==> src/rtl/seq_match_counter_pkg.sv <==
// Shared defaults and helpers for the sequence match counter.
package seq_match_counter_pkg;

  localparam int unsigned DEF_SYM_W   = 2;
  localparam int unsigned DEF_PAT_LEN = 3;
  localparam int unsigned DEF_CNT_W   = 8;

  // Default pattern 1,2,3 with the oldest symbol in the low bits.
  localparam logic [DEF_PAT_LEN*DEF_SYM_W-1:0] DEF_PAT_BITS = 6'b11_10_01;

  // Low bit index of symbol idx within a packed window.
  function automatic int unsigned sym_lo(input int unsigned idx, input int unsigned sym_w);
    return idx * sym_w;
  endfunction

endpackage

==> src/rtl/seq_match_counter_window.sv <==
// Shift window holding the last PAT_LEN accepted symbols plus a saturating fill count.
// Ports:
//   clk, reset     clock and synchronous active-high reset
//   clear          empty the window and zero the fill count
//   shift          accept sym into the window
//   sym            incoming symbol
//   next_window_c  window including sym, oldest symbol in the low bits
//   next_fill_c    fill count including sym, saturating at PAT_LEN
module seq_match_counter_window
  import seq_match_counter_pkg::*;
#(
  parameter int unsigned SYM_W   = DEF_SYM_W,
  parameter int unsigned PAT_LEN = DEF_PAT_LEN
) (
  input  logic                          clk,
  input  logic                          reset,
  input  logic                          clear,
  input  logic                          shift,
  input  logic [SYM_W-1:0]              sym,
  output logic [PAT_LEN*SYM_W-1:0]      next_window_c,
  output logic [$clog2(PAT_LEN+1)-1:0]  next_fill_c
);

  localparam int unsigned WIN_W  = PAT_LEN * SYM_W;
  localparam int unsigned FILL_W = $clog2(PAT_LEN + 1);

  logic [WIN_W-1:0]  window;
  logic [FILL_W-1:0] fill;

  // New symbol enters at the top slot; the oldest drops out of the bottom.
  generate
    if (PAT_LEN == 1) begin : g_single
      assign next_window_c = sym;
    end else begin : g_multi
      assign next_window_c = {sym, window[WIN_W-1:sym_lo(1, SYM_W)]};
    end
  endgenerate

  assign next_fill_c = (fill == FILL_W'(PAT_LEN)) ? fill : fill + FILL_W'(1);

  // Window and fill registers.
  always_ff @(posedge clk) begin
    if (reset || clear) begin
      window <= '0;
      fill   <= '0;
    end else if (shift) begin
      window <= next_window_c;
      fill   <= next_fill_c;
    end
  end

endmodule

==> src/rtl/seq_match_counter.sv <==
// Detects a loadable PAT_LEN-symbol pattern in a symbol stream and counts matches.
// Ports:
//   clk, reset  clock and synchronous active-high reset
//   in_valid    sym is sampled this cycle
//   sym         input symbol
//   pat_load    load pat_data as the pattern and clear history
//   pat_data    pattern, pat[0] (oldest) in the low bits
//   cnt_clr     clear the match counter
//   hit         one-cycle pulse after the final symbol of a match
//   count       saturating match count
//   count_sat   count is at its maximum
module seq_match_counter
  import seq_match_counter_pkg::*;
#(
  parameter int unsigned                  SYM_W   = DEF_SYM_W,
  parameter int unsigned                  PAT_LEN = DEF_PAT_LEN,
  parameter int unsigned                  CNT_W   = DEF_CNT_W,
  parameter int unsigned                  OVERLAP = 1,
  parameter logic [PAT_LEN*SYM_W-1:0]     DEF_PAT = (PAT_LEN*SYM_W)'(DEF_PAT_BITS)
) (
  input  logic                      clk,
  input  logic                      reset,
  input  logic                      in_valid,
  input  logic [SYM_W-1:0]          sym,
  input  logic                      pat_load,
  input  logic [PAT_LEN*SYM_W-1:0]  pat_data,
  input  logic                      cnt_clr,
  output logic                      hit,
  output logic [CNT_W-1:0]          count,
  output logic                      count_sat
);

  localparam int unsigned      WIN_W   = PAT_LEN * SYM_W;
  localparam int unsigned      FILL_W  = $clog2(PAT_LEN + 1);
  localparam logic [CNT_W-1:0] CNT_MAX = '1;

  logic [WIN_W-1:0]  pat;
  logic [WIN_W-1:0]  next_window_c;
  logic [FILL_W-1:0] next_fill_c;
  logic              accept_c;
  logic              match_c;
  logic              win_clear_c;
  logic [CNT_W-1:0]  count_next_c;

  // A symbol arriving with pat_load is dropped.
  assign accept_c = in_valid & ~pat_load;

  assign match_c = accept_c
                 && (next_fill_c == FILL_W'(PAT_LEN))
                 && (next_window_c == pat);

  // Non-overlapping mode restarts the history after every hit.
  assign win_clear_c = pat_load | (match_c & (OVERLAP == 0));

  seq_match_counter_window #(
    .SYM_W   (SYM_W),
    .PAT_LEN (PAT_LEN)
  ) u_window (
    .clk           (clk),
    .reset         (reset),
    .clear         (win_clear_c),
    .shift         (accept_c),
    .sym           (sym),
    .next_window_c (next_window_c),
    .next_fill_c   (next_fill_c)
  );

  // Saturating counter; clear wins over an increment.
  always_comb begin
    count_next_c = count;
    if (cnt_clr) begin
      count_next_c = '0;
    end else if (match_c && (count != CNT_MAX)) begin
      count_next_c = count + CNT_W'(1);
    end
  end

  // Pattern, hit and counter registers.
  always_ff @(posedge clk) begin
    if (reset) begin
      pat       <= DEF_PAT;
      hit       <= 1'b0;
      count     <= '0;
      count_sat <= 1'b0;
    end else begin
      if (pat_load) begin
        pat <= pat_data;
      end
      hit       <= match_c;
      count     <= count_next_c;
      count_sat <= (count_next_c == CNT_MAX);
    end
  end

endmodule
==> config.mk <==
export PLATFORM = sky130hd
export DESIGN_NAME = seq_match_counter
export DESIGN_NICKNAME = d
export VERILOG_FILES = /design/src/rtl/seq_match_counter_pkg.sv /design/src/rtl/seq_match_counter_window.sv /design/src/rtl/seq_match_counter.sv
export SDC_FILE = /design/constraint.sdc
export NUM_CORES = 1
export LEC_CHECK = 0
export CAP_MARGIN = 20
export CORE_UTILIZATION = 40
export DETAILED_ROUTE_END_ITERATION = 12
export MAX_ROUTING_LAYER = met4
export PLACE_DENSITY = 0.63
export SYNTH_ARGS = -nofsm -noshare
export SYNTH_HDL_FRONTEND = slang
export SYNTH_HIERARCHICAL = 1
export SYNTH_SLANG_ARGS = --single-unit
==> constraint.sdc <==
create_clock -name clk -period 2.6 [get_ports clk]
set_clock_uncertainty 0.2 [all_clocks]
set_input_delay 0.26 -clock clk [delete_from_list [all_inputs] [get_ports clk]]
set_output_delay 0.26 -clock clk [all_outputs]
set_load 0.05 [all_outputs]
# ---- Yosys cells after proc, flatten, opt, wreduce, memory -nomap -nowiden
# Index checks and enable logic that the tools add are counted.
dict set report classes {
  n_mux 3
  bitwise_logic 2
  add_sub_neg 2
  n_eq_ne 5
  n_reduce_logical 4
}
# operator n
set ops {}
lappend ops {{2-to-1 mux 8 bit} 2}
lappend ops {{adder 8 x 1 -> 8 bit, second input constant} 1}
lappend ops {{== test 8 bit, second input constant} 1}
lappend ops {{!= test 8 bit, second input constant} 1}
lappend ops {{== test 6 bit} 1}
lappend ops {{== test 2 bit, second input constant} 2}
lappend ops {{logical AND 1 bit} 3}
lappend ops {{adder 2 x 1 -> 2 bit, second input constant} 1}
lappend ops {{2-to-1 mux 2 bit} 1}
lappend ops {{bitwise AND 1 bit} 1}
lappend ops {{logical OR 1 bit} 1}
lappend ops {{NOT 1 bit} 1}
dict set report word_totals {
  output_inout_bits 10
  inputBits 13
  regBits 24
  word_cells 22
}

# ---- Logic depth before layout (Yosys ltp)
# Gate-level depths: netlist of run 1.
dict set report logic_depth {
  ltp_word 9
  mapped_depth 8
  mapped_depth_nobuf 7
}

# ---- Hierarchy
# The synthesis of run 1 kept the hierarchy.
# module n_inst cells_per_inst area_per_inst_um2
set modules_own_cells {}
lappend modules_own_cells {seq_match_counter 1 96 849.6}
lappend modules_own_cells {seq_match_counter_window 1 26 256.5}

# ---- Worst setup path after synthesis of run 1
# No wires, ideal clock.
dict set report synth_path {
  kind {register -> register}
  from {register count[0]}
  to {register count_sat}
  slack_ns -0.009
  arrival_time_ns 2.336
  required_ns 2.327
  setup_ns 0.073
  n_path_buf 1
  stages_incl_launch_ff 9
  path_cell_list {dfxtp_1 ha_1 nand2_1 or3_1 nand3_1 clkbuf_1 o21bai_1 a221o_1 nor3_2}
}
dict set report synth_between {
  elab_chain_len 5
  elab_cells_between_ends 6
  classes_between {1 x add/sub; 2 x eq/ne; 2 x mux; 1 x reduce/logical}
}
# element line
set synth_rtl {}
lappend synth_rtl {{start: declaration} seq_match_counter.sv:29} ;# output logic [CNT_W-1:0] count,
lappend synth_rtl {{start signal: assignment} seq_match_counter.sv:90} ;# count <= count_next_c;
lappend synth_rtl {{branches (longest 2 deep; another with adder 8 x 1 -> 8 bit)} n/a}
lappend synth_rtl {{2-to-1 mux 8 bit *} seq_match_counter.sv:73} ;# end else if (match_c && (count != CNT_MAX)) begin
lappend synth_rtl {{2-to-1 mux 8 bit *} seq_match_counter.sv:71} ;# if (cnt_clr) begin
lappend synth_rtl {{== test 8 bit *} seq_match_counter.sv:91} ;# count_sat <= (count_next_c == CNT_MAX);
lappend synth_rtl {{end signal: assignment} seq_match_counter.sv:91}
lappend synth_rtl {{end: declaration} seq_match_counter.sv:30} ;# output logic count_sat
# Mark *: on every way between the ends.
# A chain may end at the register's enable or synchronous reset.

# ---- Worst setup path in the final report of run 1
dict set report layout_path {
  from {register u_window.fill[0]}
  to {register count_sat}
}
dict set report layout_between {
  elab_chain_len 9
  elab_cells_between_ends 10
  classes_between {1 x add/sub; 3 x eq/ne; 3 x mux; 3 x reduce/logical}
}
# element line
set layout_rtl {}
lappend layout_rtl {{start: declaration} seq_match_counter_window.sv:28} ;# logic [FILL_W-1:0] fill;
lappend layout_rtl {{start signal: assignment} seq_match_counter_window.sv:48} ;# fill <= next_fill_c;
lappend layout_rtl {{adder 2 x 1 -> 2 bit or == test 2 bit (tied branches)} seq_match_counter_window.sv:39} ;# assign next_fill_c = (fill == FILL_W'(PAT_LEN)) ? fill : fill + FILL_W'(1);
lappend layout_rtl {{2-to-1 mux 2 bit *} seq_match_counter_window.sv:39}
lappend layout_rtl {{via next_fill_c[1]} seq_match_counter.sv:39} ;# logic [FILL_W-1:0] next_fill_c;
lappend layout_rtl {{== test 2 bit *} seq_match_counter.sv:49} ;# && (next_fill_c == FILL_W'(PAT_LEN))
lappend layout_rtl {{logical AND 1 bit *} seq_match_counter.sv:49}
lappend layout_rtl {{logical AND 1 bit *} seq_match_counter.sv:50} ;# && (next_window_c == pat);
lappend layout_rtl {{logical AND 1 bit *} seq_match_counter.sv:73}
lappend layout_rtl {{2-to-1 mux 8 bit *} seq_match_counter.sv:73}
lappend layout_rtl {{2-to-1 mux 8 bit *} seq_match_counter.sv:71}
lappend layout_rtl {{== test 8 bit *} seq_match_counter.sv:91}
# The timed path passes the listed nets; every way through them passes the cells marked *.

==> metrics.md, run 1 <==
| Metric | Value |
|---|---|
| Yosys top cell by area | dfxtp_1 |
| First-pass GRT wire length | 3.532 mm |
| Crit path DAT | 2.35 ns |
| Detail Route Antenna Nets | 0 |
| CTS Buf Count | 3 |
| Final period util | 0.8878 |
| Hpwl dp | 1.590 mm |
| CP Data Required Time | 2.64 ns |
| R2R Path Start | u_window/fill[0] |
| Max Buffers Root-to-Sink | 2 |
| # rows | 18 |
| CTS resizes | 0 |
| Wire per inst | 11.72 um |
| Vias in the first global route | 828 |
| Crit. End Element | register |
| Height of the die | 54.59 um |
| Mean area per synthesized cell | 9.066 um^2 |
| Max Cap Violations | 0 |
| I/O Pins | 23 |
| WS Path Type | register to register |
| Synth area leaders | dfxtp_1, mux2i_1, xor2_1 |
| Max-slew headroom | 0.6038 |
| Max incr delay on CP | 0.48 ns |
| Std-Cell Core Area | 2545 um^2 |
| Endpoints failing setup | 0 |
| Cts hold-fix bufs | 0 |
| Critical Path Source Type | register |
| R2R setup slack | 0.29 ns |
| CP cell instances | or2_2 -> and4b_1 -> nor4b_4 -> nand3_1 -> or4b_1 -> a221o_1 -> nor3_2 |
| Yosys top cell area share | 0.3982 |
| CTS tree | yes |
| Commonest non-fill, non-tap cell in the layout | clkdlybuf4s50_1 |
| Inst Count DP | 170 |
| Overall Global Routing Usage | 0.1699 |
| Die ar. | 2980 um^2 |
| Worst setup path start | u_window/fill[0] |
| Area Growth Syn to Fin | 25.45% |
| Initial antenna violation count | 0 |
| Post-CTS setup buffer count | 0 |
| Worst VDD drop | 0.3341 mV |
| Crit path time final | 2.308 ns |
| Drc violations | 0 |
| Post-route insts no fill | 174 |
| Port-buffer cells | 22 |
| Commonest non-fill, non-tap cells in the layout | clkdlybuf4s50_1, dfxtp_1, nor2_1 |
| Starting density of the core | 0.4346 |
| Clock net sink count | 22 |
| Clock Latency Late Sink | 0.30 ns |
| Final Slew Violations | 0 |
| Routed WL | 2.039 mm |
| Inserted Diodes | 0 |
| Vias | 898 |
| Leak | 0.5074 nW |
| Register bit total from synthesis | 22 |
| Clock root cell | clkbuf_4 |
| Post-synthesis sequential area ratio | 0.3982 |
| Final hold viol count | 0 |
| Cells after Synth | 122 |
| Worst-Margin Slew | 0.5931 ns |
| Syn_nets | 136 |
| Layout cells sized above 1 | 0.1111 |
| Unrepaired setup endpoints after global routing | no |
| Setup_tns | 0 ns |
| Power density relative to cell area | 433.0 nW/um^2 |
| Drt via density | 5.161 |
| Post-Syn Area | 1106 um^2 |
| Crit-path max FO | 5 |
| Distinct cells, synth | 38 |
| Largest net degree at the start of global routing | 13 |
| Slowest cell on crit path | or4b_1 |
| Outcome | finished, final reports clean |
| H-Tree Depth | 1 |
| FMAX | 433.2 MHz |
| Yosys warnings | 6 |
| Number of detailed-route iterations in the first pass | 4 |
| Die X | 54.59 um |
| Gpl congestion | 0.8528 |
| Total grt overflow | 0 |
| Type of the most critical hold path | register to register |
| Iter 0 DRT Violations | 14 |
| Clock-pin transition on the worst setup and hold timing paths | 0.12 ns |
| Nets@finish | 159 |
| Worst hold start | u_window/fill[1] |
cells in the mapped netlist:
master / count
dfxtp_1: 22
nor2_1: 17
xor2_1: 8
mux2i_1: 7
a21oi_1: 5
nand3_1: 5
nor2b_1: 5
a211o_1: 4
nor3_1: 4
clkbuf_1: 3
nand2_1: 3
or3_1: 3
buf_2: 2
buf_4: 2
inv_1: 2
nand4_1: 2
nor3_2: 2
nor3b_1: 2
o21ai_0: 2
o21bai_1: 2
or2_2: 2
xnor2_1: 2
a221o_1: 1
a41oi_1: 1
and2_1: 1
and3_1: 1
and3b_1: 1
and4b_1: 1
buf_1: 1
buf_6: 1
ha_1: 1
mux2_2: 1
nand2b_1: 1
nand3b_1: 1
nor4_1: 1
nor4b_4: 1
or2_1: 1
or4b_1: 1
registers in the layout, indices dropped and copies added, names as in the netlist:
name and flops:
count 8, u_window/fill 2, pat 6, u_window/window 4, hit 1, count_sat 1
layer usage:
metal | vias to the layer above | wire length, um | track usage
li1 | 474 | - | -
met1 | 407 | 1026 | 0.2111
met2 | 15 | 952 | 0.2751
met3 | 2 | 46 | 0.02500
met4 | 0 | 12 | 0.06410
met5 | - | 0 | -
kinds of logic after synthesis:
logic type                 after synthesis  synth area share
buffers and inverters                   11           0.05316
and+or+nand+nor                         55            0.2907
muxes                                    8           0.07353
adders and majority gates                1           0.01131
xor gates and xnor gates                10           0.07919
AOI/OAI and AO/OA                       15           0.09388
DFF                                     22            0.3982
stage by stage:
step	setup slack [ns]	power (mW)	utilization	hold WS, ns	cell area, um^2
floorplan	0.01312	0.3966	-	0.1779	1107
global placement	0.08228	0.4210	0.5310	0.2715	1351
detailed placement	0.03571	0.4220	0.5310	0.2918	1351
CTS	0.2690	0.6093	0.5452	0.3201	1388
global route	0.1215	0.6271	0.5452	0.3374	1388
finish	0.2918	0.6008	0.5452	0.3165	1388
final cells by class:
cell class	count	area [um^2]
clock buffer	4	36.28
sequential	22	441.7
inverter	2	7.507
multi-input combinational	89	606.8
fill	261	1157
tap	30	37.54
timing repair buffer	27	257.7
worst max-delay path: cells and delay by family (launching register included):
kind	cells	cell delay [ns]
simple gates	6	1.31
flops	1	0.40
compound gates	1	0.35
final timing paths:
path / to / cells after the start
worst max register to register: count_sat / 7
worst min register to register: u_window/fill[1] / 2
worst max-delay path: count_sat / 7
worst min-delay path: u_window/fill[1] / 2
power by group:
part           internal (mW)  switching, mW  total [mW]
logic                 0.0361         0.0280      0.0640
registers              0.345        0.00526       0.350
clock network         0.0854          0.101       0.187
total                  0.466          0.135       0.601
(Power assumes the default switching activity.)
==> run 2, diff against run 1 <==
--- a/config.mk
+++ b/config.mk
@@ -10,7 +10,7 @@
 export DETAILED_ROUTE_END_ITERATION = 12
 export MAX_ROUTING_LAYER = met4
 export PLACE_DENSITY = 0.63
+export SKIP_LAST_GASP = 1
 export SYNTH_ARGS = -nofsm -noshare
 export SYNTH_HDL_FRONTEND = slang
-export SYNTH_HIERARCHICAL = 1
 export SYNTH_SLANG_ARGS = --single-unit
==> metrics.md, run 2 <==
| Metric | Value |
|---|---|
| Hpwl dp | 1.575 mm (-0.94%) |
| Post-synth ARST share | 0 (unchanged) |
| Clock-pin transition on the worst setup and hold timing paths | 0.12 ns (about the same) |
| Clock net sink count | 22 (unchanged) |
| Setup_tns | 0 ns (unchanged) |
| Top_reg_cell synth | dfxtp_1 |
| CTS Buf Count | 3 (unchanged) |
| Clock root cell | clkbuf_4 |
| Worst-Margin Slew | 0.4910 ns (-0.1021 ns) |
| First-pass GRT wire length | 3.346 mm (-5.3%) |
| Crit-path max FO | 8 (+3) |
| Overall Global Routing Usage | 0.1643 (-0.005637) |
| Logic pwr share | 0.113 (+0.006) |
| Cells after Synth | 117 (-4.1%) |
| Std-Cell Core Area | 2545 um^2 (unchanged) |
| Number of detailed-route iterations in the first pass | 4 (unchanged) |
| Yosys top cell area share | 0.4014 (+0.003178) |
| Port-buffer cells | 22 (unchanged) |
| Initial antenna violation count | 0 (unchanged) |
| Die ar. | 2957 um^2 (-0.77%) |
| Synth area leaders | dfxtp_1, mux2i_1, nor2_1 |
| Distinct cells, synth | 37 (-2.6%) |
| Slowest cell on crit path | clkdlybuf4s50_1 |
| Final Slew Violations | 0 (unchanged) |
| Final core occ | 0.5383 (-0.006883) |
| Crit-path leading delay family | buffers and inverters |
| Crit. End Element | output pin |
| Post-Syn Area | 1097 um^2 (-0.79%) |
| FMAX | 480.2 MHz (+11%) |
| Max Cap Violations | 0 (unchanged) |
| Starting density of the core | 0.4312 (-0.003442) |
| Sequential power share | 0.622 (+0.040) |
| Commonest non-fill, non-tap cells in the layout | dfxtp_1, clkdlybuf4s50_1, nor2_1 |
| Leak | 0.4983 nW (-1.8%) |
| Post-CTS setup buffer count | 0 (unchanged) |
| Inserted Diodes | 0 (unchanged) |
| CP cell instances | clkdlybuf4s50_1 |
| Iter 0 DRT Violations | 3 (-11) |
| Post-route insts no fill | 169 (-2.9%) |
| Max-slew headroom | 0.6716 (+0.06784) |
| Yosys warnings | 0 (-6) |
| Total grt overflow | 0 (unchanged) |
| Largest net degree at the start of global routing | 12 (-1) |
| Largest register FFs | 8 (unchanged) |
| Vias in the first global route | 811 (-2.1%) |
| Power density relative to cell area | 413.2 nW/um^2 (-4.6%) |
| Syn_nets | 131 (-3.7%) |
| Top-count cell post-synth | dfxtp_1 |
| Nets@finish | 155 (-2.5%) |
| Layout cells sized above 1 | 0.1151 (+0.003997) |
| Gpl congestion | 0.8034 (-5.8%) |
| CP Data Required Time | 2.14 ns (-0.50 ns) |
| Drc violations | 0 (unchanged) |
| Worst setup path start | count[6] |
| Critical Path Source Type | register |
| H-Tree Depth | 1 (unchanged) |
| Clock Latency Late Sink | 0.30 ns (about the same) |
| Routed WL | 2.032 mm (-0.34%) |
| Drt via density | 5.254 (+1.8%) |
| Yosys top cell by area | dfxtp_1 |
| Crit path time final | 2.083 ns (-0.2256 ns) |
| Most instantiated cells after synthesis | dfxtp_1, nor2_1, mux2i_1 |
| Top Usage Layer GRT | met2 |
| Clk pwr share | 0.265 (-0.046) |
| WS Path Type | register to output pin |
| Vias | 888 (-1.1%) |
| Sw Share | 0.2270 (+0.002758) |
| Max Buffers Root-to-Sink | 2 (unchanged) |
| Worst hold start | u_window.fill[0] |
| GR Layer Usage met1 | 0.1801 (-0.03092) |
| Wire per inst | 12.02 um (+2.6%) |
| Height of the die | 54.38 um (-0.38%) |
| # rows | 18 (unchanged) |
| Final hold viol count | 0 (unchanged) |
| Die X | 54.38 um (-0.38%) |
| Unrepaired setup endpoints after global routing | no |
| CTS resizes | 0 (unchanged) |
| Most flops, register | count |
| Cts hold-fix bufs | 0 (unchanged) |
| Max incr delay on CP | 0.85 ns (+0.37 ns) |
| Endpoints failing setup | 0 (unchanged) |
| Post-synthesis sequential area ratio | 0.4014 (+0.003178) |
| Outcome | finished, final reports clean |
| Register bit total from synthesis | 22 (unchanged) |
| Inst Count DP | 166 (-2.4%) |
| Switching power of the nets | 0.1285 mW (-4.6%) |
| I/O Pins | 23 (unchanged) |
| Met3 Usage GRT | 0.02500 (unchanged) |
| Final period util | 0.8010 (-0.08677) |
| CTS tree | yes |
| Type of the most critical hold path | register to register |
| Number of synthesized flops with an enable pin | 0 (unchanged) |
| Worst VDD drop | 0.3135 mV (-6.2%) |
| Area Growth Syn to Fin | 24.86% |
| R2R Path Start | u_window.window[4] |
| Largest registers | count (8), pat (6), u_window.window (4) |
| GR met2 Demand/Resource | 0.2886 (+0.01352) |
| Mean area per synthesized cell | 9.379 um^2 (+3.4%) |
| P_int | 0.4376 mW (-6.1%) |
| Crit path DAT | 1.62 ns (-0.73 ns) |
| Detail Route Antenna Nets | 0 (unchanged) |
| Bufs and invs on worst path | 1 (+1) |
## run 2: cell types whose count changed in the layout (fill, tap and decap cells not counted), sizes merged, moves of 4 or more
cell   before  now
nor3        6    2
xor2        8    2
nand2       3    7
xnor2       2    8
## run 2: cell families after synthesis
family / synth area share
buffers and inverters: 0.02736
adder cells (fa/ha/maj): 0.01140
AO/OA/AOI/OAI: 0.08667
flip-flops: 0.4014
multiplexers: 0.08210
AND/OR/NAND/NOR: 0.2976
XOR/XNOR: 0.09350
## run 2: worst register-to-register path: cells and delay by family, from the launching register on
kind	cells	cell delay, ns
flip-flops	1	0.40
AO/OA/AOI/OAI	2	0.43
AND/OR/NAND/NOR	3	0.74
XOR/XNOR	1	0.13
## run 2: metal layers
layer	part of all wire	vias to the layer above
li1	-	454
met1	0.45	416
met2	0.51	16
met3	0.033	2
met4	0.0054	0
met5	0	-
## run 2: worst paths after layout
check / end / slack (ns) / cells after the start
max reg2reg: count_sat / 0.61 / 6
min reg2reg: u_window.fill[0] / 0.33 / 2
min: u_window.fill[0] / 0.33 / 2
max: count[6] / 0.52 / 1
## run 2: stage by stage
| stage | power [mW] | hold slack, ns | setup slack (ns) | instance area [um^2] |
|---|---|---|---|---|
| global route | 0.5976 | 0.3392 | 0.4130 | 1370 |
| CTS | 0.5772 | 0.3284 | 0.5056 | 1370 |
| global placement | 0.4227 | 0.2905 | 0.2770 | 1348 |
| detailed placement | 0.4239 | 0.3079 | 0.2355 | 1348 |
| floorplan | 0.3975 | 0.1779 | 0.4340 | 1097 |
| finish | 0.5661 | 0.3303 | 0.5174 | 1370 |
## run 2: final cells by class
class,instances,area [um^2]
Clock buffer,3,22.52
Fill cell,252,1175
Multi-Input combinational cell,89,626.9
Sequential cell,22,440.4
Tap cell,30,37.54
Timing Repair Buffer,25,242.7
## run 2: power by group through the flow
stage / sequential [mW] / combinational, mW / clock, mW
2_1_floorplan: 0.358 / 0.0392 / 0
3_3_place_gp: 0.360 / 0.0630 / 0
3_5_place_dp: 0.360 / 0.0641 / 0
4_1_cts: 0.352 / 0.0643 / 0.161
5_1_grt: 0.353 / 0.0688 / 0.175
6_report: 0.352 / 0.0637 / 0.150
